**src/rtl/systolic_pkg.sv**
```systemverilog
// Shared constants and types for the 3x3 systolic array driver.
package systolic_pkg;

  localparam int DW     = 8;
  localparam int LAST_T = 10;

  // Run cycle index at which each result element leaves the array
  localparam int T_C22 = 5;
  localparam int T_C21 = 6;
  localparam int T_C12 = 9;
  localparam int T_C11 = 10;

  typedef enum logic [1:0] {IDLE, RUN, DONE} state_t;

  // Counter width able to hold 0..last
  function automatic int t_width(input int last);
    return (last < 1) ? 1 : $clog2(last + 1);
  endfunction

endpackage

```
**src/rtl/systolic_feed_lane.sv**
```systemverilog
// One skewed operand lane: holds A1k/A2k and presents them on the lane
// at the run cycles assigned to lane K. The lane register is loaded from
// the next-cycle view of t/run so the output lines up with the cycle.
module systolic_feed_lane #(
  parameter int DW = 8,
  parameter int TW = 4,
  parameter int K  = 1
) (
  input  logic          clk,
  input  logic          rst,
  input  logic          load,
  input  logic [DW-1:0] a_top,
  input  logic [DW-1:0] a_bot,
  input  logic          run_nxt,
  input  logic [TW-1:0] t_nxt,
  output logic [DW-1:0] left
);

  logic [DW-1:0] a1_q, a2_q, a1_n, a2_n;

  // Value the operand registers hold after this edge; t=0 of a fresh
  // run already needs the element being latched.
  always_comb begin
    a1_n = load ? a_top : a1_q;
    a2_n = load ? a_bot : a2_q;
  end

  // Operand latch and registered lane output
  always_ff @(posedge clk or negedge rst) begin
    if (!rst) begin
      a1_q <= '0;
      a2_q <= '0;
      left <= '0;
    end else begin
      a1_q <= a1_n;
      a2_q <= a2_n;
      if (!run_nxt)                 left <= '0;
      else if (t_nxt == TW'(K - 1)) left <= a2_n;
      else if (t_nxt == TW'(K + 3)) left <= a1_n;
      else                          left <= '0;
    end
  end

endmodule

```
**src/rtl/systolic_3by3_driver.sv**
```systemverilog
// Drives skewed A operands into a 3x3 systolic array and captures the
// four C elements as they emerge on array_out.
module systolic_3by3_driver #(
  parameter int DW     = systolic_pkg::DW,
  parameter int LAST_T = systolic_pkg::LAST_T
) (
  input  logic          clk,
  input  logic          rst,
  input  logic          start,
  input  logic [DW-1:0] A11,
  input  logic [DW-1:0] A12,
  input  logic [DW-1:0] A13,
  input  logic [DW-1:0] A21,
  input  logic [DW-1:0] A22,
  input  logic [DW-1:0] A23,
  input  logic [DW-1:0] A31,
  input  logic [DW-1:0] A32,
  input  logic [DW-1:0] A33,
  input  logic [DW-1:0] array_out,
  output logic [DW-1:0] left1,
  output logic [DW-1:0] left2,
  output logic [DW-1:0] left3,
  output logic [DW-1:0] C11,
  output logic [DW-1:0] C12,
  output logic [DW-1:0] C21,
  output logic [DW-1:0] C22,
  output logic          busy,
  output logic          done
);
  import systolic_pkg::*;

  localparam int TW = t_width(LAST_T);

  state_t        state;
  logic [TW-1:0] t, t_nxt;
  logic          accept, run_nxt;

  logic [2:0][DW-1:0] a_top, a_bot, lanes;

  // Row 3 of A never reaches the lanes that feed the 2x2 result
  logic unused_row3;
  assign unused_row3 = ^{A31, A32, A33};

  assign a_top = {A13, A12, A11};
  assign a_bot = {A23, A22, A21};
  assign left1 = lanes[0];
  assign left2 = lanes[1];
  assign left3 = lanes[2];

  // Next-cycle run state seen by the lanes; start only counts in IDLE/DONE
  always_comb begin
    accept  = start && (state == IDLE || state == DONE);
    run_nxt = accept || (state == RUN && t != TW'(LAST_T));
    t_nxt   = accept ? '0 : t + 1'b1;
  end

  genvar k;
  generate
    for (k = 0; k < 3; k++) begin : g_lane
      systolic_feed_lane #(.DW(DW), .TW(TW), .K(k + 1)) u_lane (
        .clk     (clk),
        .rst     (rst),
        .load    (accept),
        .a_top   (a_top[k]),
        .a_bot   (a_bot[k]),
        .run_nxt (run_nxt),
        .t_nxt   (t_nxt),
        .left    (lanes[k])
      );
    end
  endgenerate

  // Run FSM with registered busy/done, cycle counter and result capture
  always_ff @(posedge clk or negedge rst) begin
    if (!rst) begin
      state <= IDLE;
      t     <= '0;
      busy  <= 1'b0;
      done  <= 1'b0;
      C11   <= '0;
      C12   <= '0;
      C21   <= '0;
      C22   <= '0;
    end else begin
      case (state)
        IDLE, DONE: begin
          done <= 1'b0;
          if (accept) begin
            state <= RUN;
            busy  <= 1'b1;
            t     <= '0;
            C11   <= '0;
            C12   <= '0;
            C21   <= '0;
            C22   <= '0;
          end else begin
            state <= IDLE;
          end
        end
        RUN: begin
          t <= t + 1'b1;
          if (t == TW'(T_C22)) C22 <= array_out;
          if (t == TW'(T_C21)) C21 <= array_out;
          if (t == TW'(T_C12)) C12 <= array_out;
          if (t == TW'(T_C11)) C11 <= array_out;
          if (t == TW'(LAST_T)) begin
            state <= DONE;
            busy  <= 1'b0;
            done  <= 1'b1;
          end
        end
        default: begin
          state <= IDLE;
          busy  <= 1'b0;
          done  <= 1'b0;
        end
      endcase
    end
  end

endmodule

```
**config.mk**
```make
export PLATFORM = sky130hd
export DESIGN_NAME = systolic_3by3_driver
export DESIGN_NICKNAME = d
export VERILOG_FILES = /design/src/rtl/systolic_pkg.sv /design/src/rtl/systolic_feed_lane.sv /design/src/rtl/systolic_3by3_driver.sv
export SDC_FILE = /design/constraint.sdc
export NUM_CORES = 1
export LEC_CHECK = 0
export CAP_MARGIN = 20
export CORE_AREA = 2 2 110 112
export CTS_BUF_LIST = sky130_fd_sc_hd__clkbuf_8
export CTS_CLUSTER_DIAMETER = 150
export DETAILED_ROUTE_END_ITERATION = 16
export DIE_AREA = 0 0 112 114
export PLACE_DENSITY = 0.69
export SYNTH_ARGS = -nofsm -noshare
export SYNTH_HDL_FRONTEND = slang
export SYNTH_SLANG_ARGS = --single-unit
export TNS_END_PERCENT = 100
```
**constraint.sdc**
```tcl
create_clock -name clk -period 3.34 [get_ports clk]
set_clock_uncertainty 0.2 [all_clocks]
set_input_delay 0.334 -clock clk [delete_from_list [all_inputs] [get_ports clk]]
set_output_delay 0.334 -clock clk [all_outputs]
set_load 0.01 [all_outputs]
```
==> qor.yml <==
logic_synthesis:
  synth.net_count: 568
  ys_warn_count: 0
  synthArstFlopShare_pct: 100
  ys_ff_latch: 111
  netlist_area_mm2: 0.00450
  ys_seq_area_share_pct: 61.7
  synthDistinctLibCells: 33
  synth_edf_count: 0
  synth_area_per_cell_um2: 9.34
  synthCells: 482
  ys.flop_type: "dfrtp_1"
clocking:
  clockBufferDepth: 2
  cts_tree: "yes"
  clk_pin_slew_worst_paths_ns: 0.10
  numCtsBuffers: 9
  clk_latency_ns: 0.36
  cts_sinks: 111
  cts_resized: 0
  cts_root_buffer: "clkbuf_8"
  cts_setup_buffers: 0
  htreeDepth: 3
  holdBufCountCts: 1
power:
  p_int_w: 0.00334
  finalPower_w: 0.00526
  comb_power_share_pct: 42.0
  peakVddDrop_mv: 0.374
  sw_frac_of_total_pct: 36.5
  powerDensity_mw_per_mm2: 873
  power.net_switching_w: 0.00192
  power_frac_seq_pct: 41.8
  leakage_nw: 2.92
  clock_power_share_pct: 16.2
critical_path:
  worst_ep_arrival_time_ns: 2.66
  required_ns: 3.45
  path_class: "register to register"
  crit_path_end_kind: "register"
  r2r_cells: 6
  timing.rr.start: "t[0]"
  r2r_end: "g_lane[0].u_lane.left[6]"
  cp-start-kind: "register"
  r2r_slack_ns: 0.79
  cp-startpoint: "t[0]"
  crit_path_max_fanout: 11
floorplanning:
  initial_core_util_pct: 38.4
  dieArea_mm2: 0.0128
  core_area_mm2: 0.0117
  io_pins: 141
  die_h_um: 114
  rows: 40
  die_w_um: 112
cells_and_area:
  syn2layout_area_growth_pct: 33.9
  fin_nets: 676
  nFillCells: 1115
  layout.area.seq_mm2: 0.00278
  stdcell_area_mm2: 0.00602
  post-route-util_pct: 51.4
  drive_gt1_share_pct: 6.23
  multi_input_area_mm2: 0.00160
  n_antenna_cell: 0
timing:
  worst_pin_slew_ns: 0.796
  fin_crit_ns: 2.55
  slew_viol_final: 0
  rsz0062_at_grt: "no"
  period_share_pct: 76.4
  slew_headroom_pct: 46.9
  max_freq_mhz: 392
  final-hold-violation-count: 0
  setup_viol: 0
  fin_tns_setup_ns: 0
  fin_ws_ns: 0.787
route:
  drc_errors: 0
  antenna_left: 0
  dr.first_iter.drc_count: 287
  wl_um: 10400
  vias: 3564
  wire_per_inst_um: 14.0
  routed_via_density: 4.81
  drt_first_pass_iters: 4
grt:
  grt_max_degree: 67
  first_global_vias: 3569
  track_usage_pct: 17.1
  gr-total-overflow: 0
  grt_pass1_wl_um: 17600
  antenna_found_initial: 0
placed_design:
  portBuffers: 116
  dpl.hpwl_um: 7210
  dp_slack_ns: 0.798
  gp_congestion: 0.796
  place_area_mm2: 0.00580
worst_hold_path:
  hold_class: "register to register"
  min_from: "g_lane[1].u_lane.a2_q[0]"
  hold-path-cell-count: 2
  min_to: "g_lane[1].u_lane.a2_q[0]"
run_status:
  status: "completed"
flow_run:
  cap_violations: 0
## worst max-delay path, cell delays in order (launching register included)
cell and delay, ns:
dfrtp_1 0.58, inv_1 0.12, ha_1 0.35, nand3b_1 0.23, nand2_4 0.11, o31ai_2 0.66, a22o_1 0.23
## how the worst max path moves through the flow
stage / to / slack (ns) / cells after the start
2_1_floorplan: g_lane[1].u_lane.left[0] / 1.13 / 10
3_3_place_gp: g_lane[0].u_lane.left[4] / 0.83 / 6
3_5_place_dp: g_lane[0].u_lane.left[6] / 0.80 / 6
4_1_cts: g_lane[0].u_lane.left[6] / 0.78 / 6
5_1_grt: g_lane[0].u_lane.left[1] / 0.61 / 6
6_report: g_lane[0].u_lane.left[6] / 0.79 / 6
## per-layer routing
layer / part of all wire, % / vias to the layer above / global-route usage, %
met2: 50 / 85 / 28.5
met1: 45 / 1705 / 22.7
met4: 1.2 / 0 / 5.93
met5: 0 / - / 0
met3: 4.3 / 11 / 3.29
li1: - / 1763 / -
## power by group through the flow
stage / registers (W) / clock network [W] / logic [W]
global route: 0.00227 / 0.000930 / 0.00247
global placement: 0.00220 / 0 / 0.00218
detailed placement: 0.00223 / 0 / 0.00224
floorplan: 0.00228 / 0 / 0.00116
finish: 0.00220 / 0.000853 / 0.00221
CTS: 0.00220 / 0.000886 / 0.00225
## cells in the mapped netlist (all sizes together), types with 2 or more instances
master	instances	area (um^2)
ha	3	37.5
nand2	217	822
nand3b	2	15.0
a21oi	3	22.5
and3	2	12.5
and2b	2	15.0
a22o	8	70.1
nor3	2	15.0
buf	16	83.8
inv	4	15.0
nand3	50	250
dfrtp	111	2780
nor2	8	32.5
clkbuf	12	45.0
o21ai	29	145
xnor2	2	17.5
o22ai	2	26.3
nand2b	2	12.5
## per-stage QoR
step | hold slack (ns) | std cells
5_1_grt | 0.288 | 741
2_1_floorplan | -0.162 | 482
6_report | 0.277 | 741
4_1_cts | 0.272 | 741
3_3_place_gp | 0.226 | 725
3_5_place_dp | 0.227 | 725
## area by class of cell
| class | instances | area share [%] |
|---|---|---|
| Clock buffer | 10 | 2.28 |
| Clock inverter | 5 | 1.23 |
| Inverter | 4 | 0.249 |
| Multi-Input combinational cell | 339 | 26.5 |
| Sequential cell | 111 | 46.1 |
| Tap cell | 147 | 3.05 |
| Timing Repair Buffer | 125 | 20.6 |
## cells by family (layout without fill, tap and decap cells)
family	Yosys count	count (layout)	synth area share, %
simple gates	289	289	27.2
compound gates	45	45	6.67
xor+xnor	2	2	0.389
buf+inv	32	144	3.20
fa+ha+maj	3	3	0.834
flops	111	111	61.7
## state kept, by name, summed over array words and instances, names as in the netlist
signal / flops
g_lane.u_lane.left: 24
state: 1
done: 1
t: 4
busy: 1
C11: 8
g_lane.u_lane.a2_q: 24
C21: 8
C12: 8
g_lane.u_lane.a1_q: 24
C22: 8
## cell usage in the layout (no fill, tap or decap), drive strengths merged
| master | netlist | final |
|---|---|---|
| a21boi | 1 | 1 |
| a21oi | 3 | 3 |
| a22o | 8 | 8 |
| a31oi | 1 | 1 |
| and2b | 2 | 2 |
| and3 | 2 | 2 |
| buf | 16 | 9 |
| bufinv | 0 | 2 |
| clkbuf | 12 | 10 |
| clkdlybuf4s50 | 0 | 115 |
| clkinv | 0 | 2 |
| dfrtp | 111 | 111 |
| dlygate4sd3 | 0 | 1 |
| ha | 3 | 3 |
| inv | 4 | 5 |
| nand2 | 217 | 217 |
| nand2b | 2 | 2 |
| nand3 | 50 | 50 |
| nand3b | 2 | 2 |
| nand4 | 1 | 1 |
| nor2 | 8 | 8 |
| nor2b | 1 | 1 |
| nor3 | 2 | 2 |
| nor3b | 1 | 1 |
| nor4b | 1 | 1 |
| o21ai | 29 | 29 |
| o22ai | 2 | 2 |
| o31ai | 1 | 1 |
| xnor2 | 2 | 2 |
(Power assumes the default switching activity.)
